File: config.mk
export PLATFORM = sky130hd
export DESIGN_NAME = mbist_controller
export DESIGN_NICKNAME = d
export VERILOG_FILES = /design/src/rtl/mbist_controller.sv
export SDC_FILE = /design/constraint.sdc
export NUM_CORES = 1
export LEC_CHECK = 0
export BUFFER_PORTS_ARGS = -buffer_cell sky130_fd_sc_hd__buf_2
export CAP_MARGIN = 20
export CORE_UTILIZATION = 59
export DETAILED_ROUTE_END_ITERATION = 12
export GPL_TIMING_DRIVEN = 0
export PLACE_DENSITY = 0.93
export SYNTH_ARGS = -nofsm -noshare
export SYNTH_HDL_FRONTEND = slang
export SYNTH_SLANG_ARGS = --single-unit
File: constraint.sdc
create_clock -name clk -period 4.5 [get_ports clk]
set_clock_uncertainty 0.1 [all_clocks]
set_input_delay 0.9 -clock clk [delete_from_list [all_inputs] [get_ports clk]]
set_output_delay 0.9 -clock clk [all_outputs]
set_load 0.03 [all_outputs]
File: src/rtl/mbist_controller.sv
// March C- built-in self test controller for a single-port RAM with 2-cycle read latency.
// Muxes the RAM between functional traffic (IDLE/DONE) and the test sequencer (RUN/GAP/DRAIN).
module mbist_controller #(
   parameter int wcount  = 256,
   parameter int wlength = 4
) (
   input  logic                      clk,
   input  logic                      rst,
   input  logic                      start,
   input  logic [$clog2(wcount)-1:0] func_addr,
   input  logic                      func_we,
   input  logic [wlength-1:0]        func_datain,
   output logic [$clog2(wcount)-1:0] ram_addr,
   output logic                      ram_we,
   output logic [wlength-1:0]        ram_datain,
   input  logic [wlength-1:0]        ram_dataout,
   output logic                      busy,
   output logic                      done,
   output logic                      fail,
   output logic [$clog2(wcount)-1:0] fail_addr,
   output logic [2:0]                fail_element,
   output logic [7:0]                fail_count
);

   localparam int aw = $clog2(wcount);

   typedef enum logic [2:0] {IDLE, RUN, GAP, DRAIN, DONE} state_t;

   state_t          state, state_nxt;
   logic [2:0]      elem;
   logic [aw-1:0]   addr;
   logic            phase;
   logic            drain_cnt;

   logic            p1_valid, p2_valid;
   logic [wlength-1:0] p1_exp, p2_exp;
   logic [aw-1:0]   p1_addr, p2_addr;
   logic [2:0]      p1_elem, p2_elem;

   logic el_down, el_read, el_write, el_rval, el_wval;
   logic op_is_read, op_last, addr_last, mismatch;
   logic ctl_we, issue_read, passthru;

   // Element 0 is w0 only, element 5 is r0 only; the others are a read followed by a write.
   always_comb begin
      el_down    = (elem == 3'd3) || (elem == 3'd4);
      el_read    = (elem != 3'd0);
      el_write   = (elem != 3'd5);
      el_rval    = (elem == 3'd2) || (elem == 3'd4);
      el_wval    = (elem == 3'd1) || (elem == 3'd3);
      op_is_read = el_read && !phase;
      op_last    = !(el_read && el_write && !phase);
      addr_last  = el_down ? (addr == '0) : (addr == '1);
      mismatch   = p2_valid && (ram_dataout != p2_exp);
   end

   // start is a one-cycle request honoured only in IDLE/DONE; busy acknowledges it from the next cycle.
   always_comb begin
      state_nxt  = state;
      ctl_we     = 1'b0;
      issue_read = 1'b0;
      case (state)
         IDLE, DONE: if (start) state_nxt = RUN;
         RUN: begin
            issue_read = op_is_read;
            ctl_we     = !op_is_read;
            if (op_last && addr_last) state_nxt = (elem == 3'd5) ? DRAIN : GAP;
         end
         GAP:   state_nxt = RUN;
         DRAIN: if (drain_cnt) state_nxt = DONE;
         default: state_nxt = IDLE;
      endcase
   end

   always_comb begin
      passthru   = (state == IDLE) || (state == DONE);
      busy       = !passthru;
      ram_addr   = passthru ? func_addr   : addr;
      ram_we     = passthru ? func_we     : ctl_we;
      ram_datain = passthru ? func_datain : {wlength{el_wval}};
   end

   always_ff @(posedge clk or posedge rst) begin
      if (rst) state <= IDLE;
      else     state <= state_nxt;
   end

   always_ff @(posedge clk or posedge rst) begin
      if (rst) begin
         elem         <= '0;
         addr         <= '0;
         phase        <= 1'b0;
         drain_cnt    <= 1'b0;
         p1_valid     <= 1'b0;
         p1_exp       <= '0;
         p1_addr      <= '0;
         p1_elem      <= '0;
         p2_valid     <= 1'b0;
         p2_exp       <= '0;
         p2_addr      <= '0;
         p2_elem      <= '0;
         done         <= 1'b0;
         fail         <= 1'b0;
         fail_addr    <= '0;
         fail_element <= '0;
         fail_count   <= '0;
      end else begin
         // Read context travels alongside the RAM's two-cycle latency.
         p1_valid <= issue_read;
         p1_exp   <= {wlength{el_rval}};
         p1_addr  <= addr;
         p1_elem  <= elem;
         p2_valid <= p1_valid;
         p2_exp   <= p1_exp;
         p2_addr  <= p1_addr;
         p2_elem  <= p1_elem;

         if (mismatch) begin
            fail <= 1'b1;
            if (!fail) begin
               fail_addr    <= p2_addr;
               fail_element <= p2_elem;
            end
            if (fail_count != 8'hFF) fail_count <= fail_count + 8'd1;
         end

         case (state)
            IDLE, DONE: begin
               if (start) begin
                  elem         <= '0;
                  addr         <= '0;
                  phase        <= 1'b0;
                  done         <= 1'b0;
                  fail         <= 1'b0;
                  fail_addr    <= '0;
                  fail_element <= '0;
                  fail_count   <= '0;
               end
            end
            RUN: begin
               drain_cnt <= 1'b0;
               if (!op_last) begin
                  phase <= 1'b1;
               end else begin
                  phase <= 1'b0;
                  if (addr_last) begin
                     if (elem != 3'd5) elem <= elem + 3'd1;
                     addr <= ((elem == 3'd2) || (elem == 3'd3)) ? '1 : '0;
                  end else begin
                     addr <= el_down ? addr - 1'b1 : addr + 1'b1;
                  end
               end
            end
            DRAIN: begin
               drain_cnt <= 1'b1;
               if (drain_cnt) done <= 1'b1;
            end
            default: ;
         endcase
      end
   end

endmodule

## Word-level counts from Yosys, hierarchy flattened

Cells that the tools add are included.

| storage, ports and cells | value |
|---|---|
| register bits | 63 |
| word-level logic and storage cells | 110 |
| output and inout bits | 35 |
| bits of input ports | 20 |

| cells by class | value |
|---|---|
| muxes and demuxes | 43 |
| equality and inequality tests | 19 |
| add/subtract/negate cells | 4 |
| reductions and logical operators | 26 |

Operator list:

| operator | count |
|---|---|
| 8-bit two-way mux | 14 |
| 3-bit two-way mux | 11 |
| 8-bit by 1-bit adder with 8-bit output (second input constant) | 2 |
| 8-bit case mux with 2 select lines | 1 |
| 3-bit by 2-bit equality test with 1-bit output (second input constant) | 4 |
| 2-bit inequality test (second input constant) | 6 |
| 3-bit case mux with 4 select lines | 1 |
| 1-bit two-way mux | 11 |
| 3-bit equality test (second input constant) | 3 |
| 3-bit AND reduction | 3 |
| 8-bit equality test (second input constant) | 1 |
| 8-bit logical NOT | 1 |
| 8-bit inequality test (second input constant) | 1 |
| 8-bit by 1-bit subtractor with 8-bit output (second input constant) | 1 |
| 3-bit by 1-bit equality test with 1-bit output (second input constant) | 2 |
| 1-bit case mux with 2 select lines | 3 |
| 3-bit case mux with 2 select lines | 1 |
| 2-bit nonzero test | 3 |
| 1-bit logical AND | 5 |
| 1-bit logical OR | 5 |
| 5-bit AND reduction | 1 |
| 1-bit logical NOT | 4 |
| 4-bit two-way mux | 1 |
| 4-bit inequality test | 1 |
| other kinds (6) | 6 |

## Depth between registers and ports, before layout

| depth | value |
|---|---|
| depth in word-level cells | 7 |
| depth in mapped cells | 10 |
| gate-level depth less buffers | 10 |

## Least setup slack after synthesis

Ideal clock, no wire load.

| timing | value |
|---|---|
| path kind | register -> output |
| start point | register state[1] |
| end point | output port ram_datain[0] |
| path slack | 1.722 ns |
| arrival | 1.778 ns |
| data required time | 3.500 ns |
| cell stages (with the launch flop) | 7 |
| buffers on the path | 2 |
| cell sequence | dfrtp_1 clkbuf_1 nor2_1 inv_1 clkbuf_1 nor2_1 nor2_1 |

| between the ends | value |
|---|---|
| word-level cells in the longest chain between the ends | 3 |
| elaborated cells between the ends (all ways) | 4 |
| classes of those cells | eq/ne: 1; mux: 1; reduce/logical: 2 |

Ends and longest elaborated chain:

| element | RTL line | source |
|---|---|---|
| start, declared | 29 | `state_t state, state_nxt;` |
| start signal, assigned | 85 | `else state <= state_nxt;` |
| 3-bit equality test / 3-bit logical NOT (equally long branches) | 76 | `passthru = (state == IDLE) \|\| (state == DONE);` |
| 1-bit logical OR * | 76 |  |
| 4-bit two-way mux * | 80 | `ram_datain = passthru ? func_datain : {wlength{el_wval}};` |
| end, declared | 15 | `output logic [wlength-1:0] ram_datain,` |

Mark *: on every way between the ends. The rest lies on a longest branch, timed or not.

## Worst setup path in the final report

Ends and elaborated chain as after synthesis.

==> reports/results.ini <==
[cts]
clock_path_buffers=2
postCtsResizedCells=0
htreeDepth=3
numClockSinks=63
cts_tree=yes
hold_buffers=0
cts-root-buf=clkbuf_8
worstSkewPairLatency_ps=340
cts_buffers=9
cts_setup_buffers=0
clk_pin_slew_worst_paths_ps=70

[drt]
highest_layer=met4
dr_wl_met3_um=372
via_per_inst=5.73
drtAntennaViolNets=0
vias=2440
wl_met1_mm=2.65
drt-total-wl_mm=6.55
drt_iter0_drc=195
drt-pass1-iter-count=5
wire_per_inst_um=15.4
drc_errors=0
wl_met2_mm=3.31

[worst_setup_path]
arrival_ps=2160
cpPeakStageDelay_ps=420
start_kind=flip-flop
path_cells=clkbuf_1 > nor2_1 > inv_1 > clkbuf_1 > nor2_1 > nor2_1 > buf_2
worstSetupPathType=reg -> out
cp_common_cell=nor2_1
slowest_stage=nor2_1
worst-path-max-fanout=10
cp-end-kind=output port
cp.required_ps=3500

[yosys]
yosys_warnings=0
yosys.area_share.simple_pct=18.5
synth-edff-count=0
yosysSeqAreaShare_pct=52.9
syn_area_um2=2980
postSynthAreaPerCell_um2=10.4
muxShareOfSynthArea_pct=6.63
syn-instance-count=288
synth_nets=321
synthAdderAreaFrac_pct=5.71
synth_top_flop_cell=dfrtp_1
synth_async_sr_flop_share_pct=100
ys_ff_latch=63
synth_compound_area_share_pct=11.3
synth_top_family_by_area=simple AND/OR/NAND/NOR gates
synth-xor-area-share_pct=2.35
synth_cell_types=46

[placed_design]
placed_area_um2=3360
dp_hpwl_mm=4.57
dp.cells=410
portBuffers=54
routabilityCongestion=0.849

[power]
p_leak_nw=1.83
ir_worst_vdd_uv=526
pwr-share-comb_pct=49.9
pwr_density_cell_nw_per_um2=817
p_sw_mw=1.33
internal_power_mw=1.57
p_seq_share_pct=33.4
pwr-share-clk_pct=16.7
sw_frac_of_total_pct=45.9

[timing]
slew_violations=0
setup_tns_ps=0
hold_violations=0
max_slew.worst_pin.slew_ps=712
min_period_over_period_pct=70.3
max_slew_margin_pct=51.2
whs_ps=249
rsz0062_at_grt=false
finalSetupViolCount=0
layout_min_cycle_time_ps=3160
fmax_mhz=316

[global_routing]
grt_pass1_vias=2251
antenna_found_initial=0
grt_pass1_wl_mm=10.9
grt_max_degree=45
track_usage_pct=27.7
grt-ovfl-total=0

[finish]
fill_cells=288
final_common_cell=dfrtp_1
final_area_um2=3550
nets=387
finalNonFillerCells=426
final_util_pct=74.2
syn2layout_area_growth_pct=19.2
mostFrequentLayoutCells=63 x dfrtp_1, 55 x buf_2, 36 x nand2_1
drive_gt1_share_pct=23.4
num_antenna_cells=0

[status]
status=completed

[floorplan]
start_util_pct=62.3
dieWidth_um=73.1
core_um2=4790
die-area_um2=5340
fp.dieH_um=73.1
io_pins=55
rows=25

[job]
max_cap_violations=0

[hold_path]
hp-class=reg -> reg

## power groups by stage
| stage | registers (mW) | logic [mW] | clock network, mW |
|---|---|---|---|
| detailed placement | 0.972 | 1.43 | 0 |
| global placement | 0.952 | 1.36 | 0 |
| finish | 0.970 | 1.45 | 0.486 |
| CTS | 0.964 | 1.45 | 0.493 |
| floorplan | 1.04 | 0.971 | 0 |
| global route | 0.996 | 1.59 | 0.514 |
## cells by family (layout without fill, tap and decap cells)
| logic type | count (synthesis) | in the layout |
|---|---|---|
| and+or+nand+nor | 115 | 115 |
| DFF | 63 | 63 |
| AOI/OAI and AO/OA | 52 | 52 |
| muxes | 19 | 19 |
| buffers and inverters | 18 | 89 |
| adders and majority gates | 13 | 13 |
| xor gates and xnor gates | 8 | 8 |
## through the flow
stage | worst slack, ps | total power [mW]
final | 1340 | 2.90
after global routing | 1130 | 3.10
after CTS | 1330 | 2.91
after detailed placement | 1540 | 2.41
after global placement | 1300 | 2.32
after floorplan | 1720 | 2.01
## registers in the layout, summed over array words and instances (netlist names), 3 cells and up
register	cells
elem	3
p2_addr	8
p1_elem	3
fail_element	3
fail_addr	8
p2_elem	3
state	3
addr	8
p1_addr	8
fail_count	8
## critical path, delay by kind of cell, from the launching register on
family	cells	cell delay [ps]
and+or+nand+nor	3	620
buffers and inverters	4	800
DFF	1	410
## area by class of cell
cell class,count,area [um2],share of cell area [%]
multi-input cells,207,1330,37.4
plain buffers,8,38.8,1.09
clock buffers,10,138,3.87
flip-flops and latches,63,1580,44.4
well taps,67,83.8,2.36
clock inverters,6,60.1,1.69
repair buffers,55,290,8.17
inverters,10,37.5,1.06
## synthesized netlist by cell type (2+ instances only)
| cell | number | area, um2 |
|---|---|---|
| nand3_1 | 7 | 35.0 |
| xor2_1 | 5 | 43.8 |
| a21oi_1 | 13 | 65.1 |
| dfrtp_1 | 63 | 1580 |
| mux2_2 | 3 | 33.8 |
| nand2_1 | 36 | 135 |
| nand2b_1 | 4 | 25.0 |
| a22o_1 | 5 | 43.8 |
| and4_1 | 2 | 17.5 |
| o21a_1 | 3 | 22.5 |
| o31ai_1 | 2 | 15.0 |
| nor2b_1 | 5 | 31.3 |
| nand4_1 | 8 | 50.1 |
| a211oi_1 | 2 | 15.0 |
| ha_1 | 12 | 150 |
| o21ai_0 | 15 | 75.1 |
| nor4_1 | 4 | 25.0 |
| and2_1 | 3 | 18.8 |
| a21o_1 | 2 | 15.0 |
| nor2_1 | 34 | 128 |
| xnor2_1 | 3 | 26.3 |
| clkbuf_1 | 5 | 18.8 |
| nor3_1 | 3 | 15.0 |
| a31oi_1 | 2 | 12.5 |
| mux2i_1 | 15 | 150 |
| inv_1 | 9 | 33.8 |
| o211ai_1 | 2 | 15.0 |
| and3_1 | 3 | 18.8 |
## metal layers
| metal | vias to the layer above | global-route usage (%) |
|---|---|---|
| li1 | 1148 | - |
| met1 | 1152 | 33.7 |
| met2 | 113 | 44.2 |
| met3 | 27 | 8.29 |
| met4 | 0 | 15.3 |
| met5 | - | 0 |
## worst paths after layout
path,slack [ps],endpoint,startpoint,depth (start not counted)
max in group asynchronous,3270,fail_addr[7]$_DFF_PP0_,rst,3
worst max register to register,1490,addr[6]$_DFFE_PP0P_,elem[0]$_DFFE_PP0P_,10
worst max-delay path,1340,ram_datain[0],state[1]$_DFFE_PP0P_,7
worst min-delay path,250,p2_addr[6]$_DFF_PP0_,p1_addr[6]$_DFF_PP0_,0
worst min register to register,250,p2_addr[6]$_DFF_PP0_,p1_addr[6]$_DFF_PP0_,0
min in group asynchronous,460,fail_addr[3]$_DFF_PP0_,rst,2
Note: power is estimated with default switching activity, not from simulation.
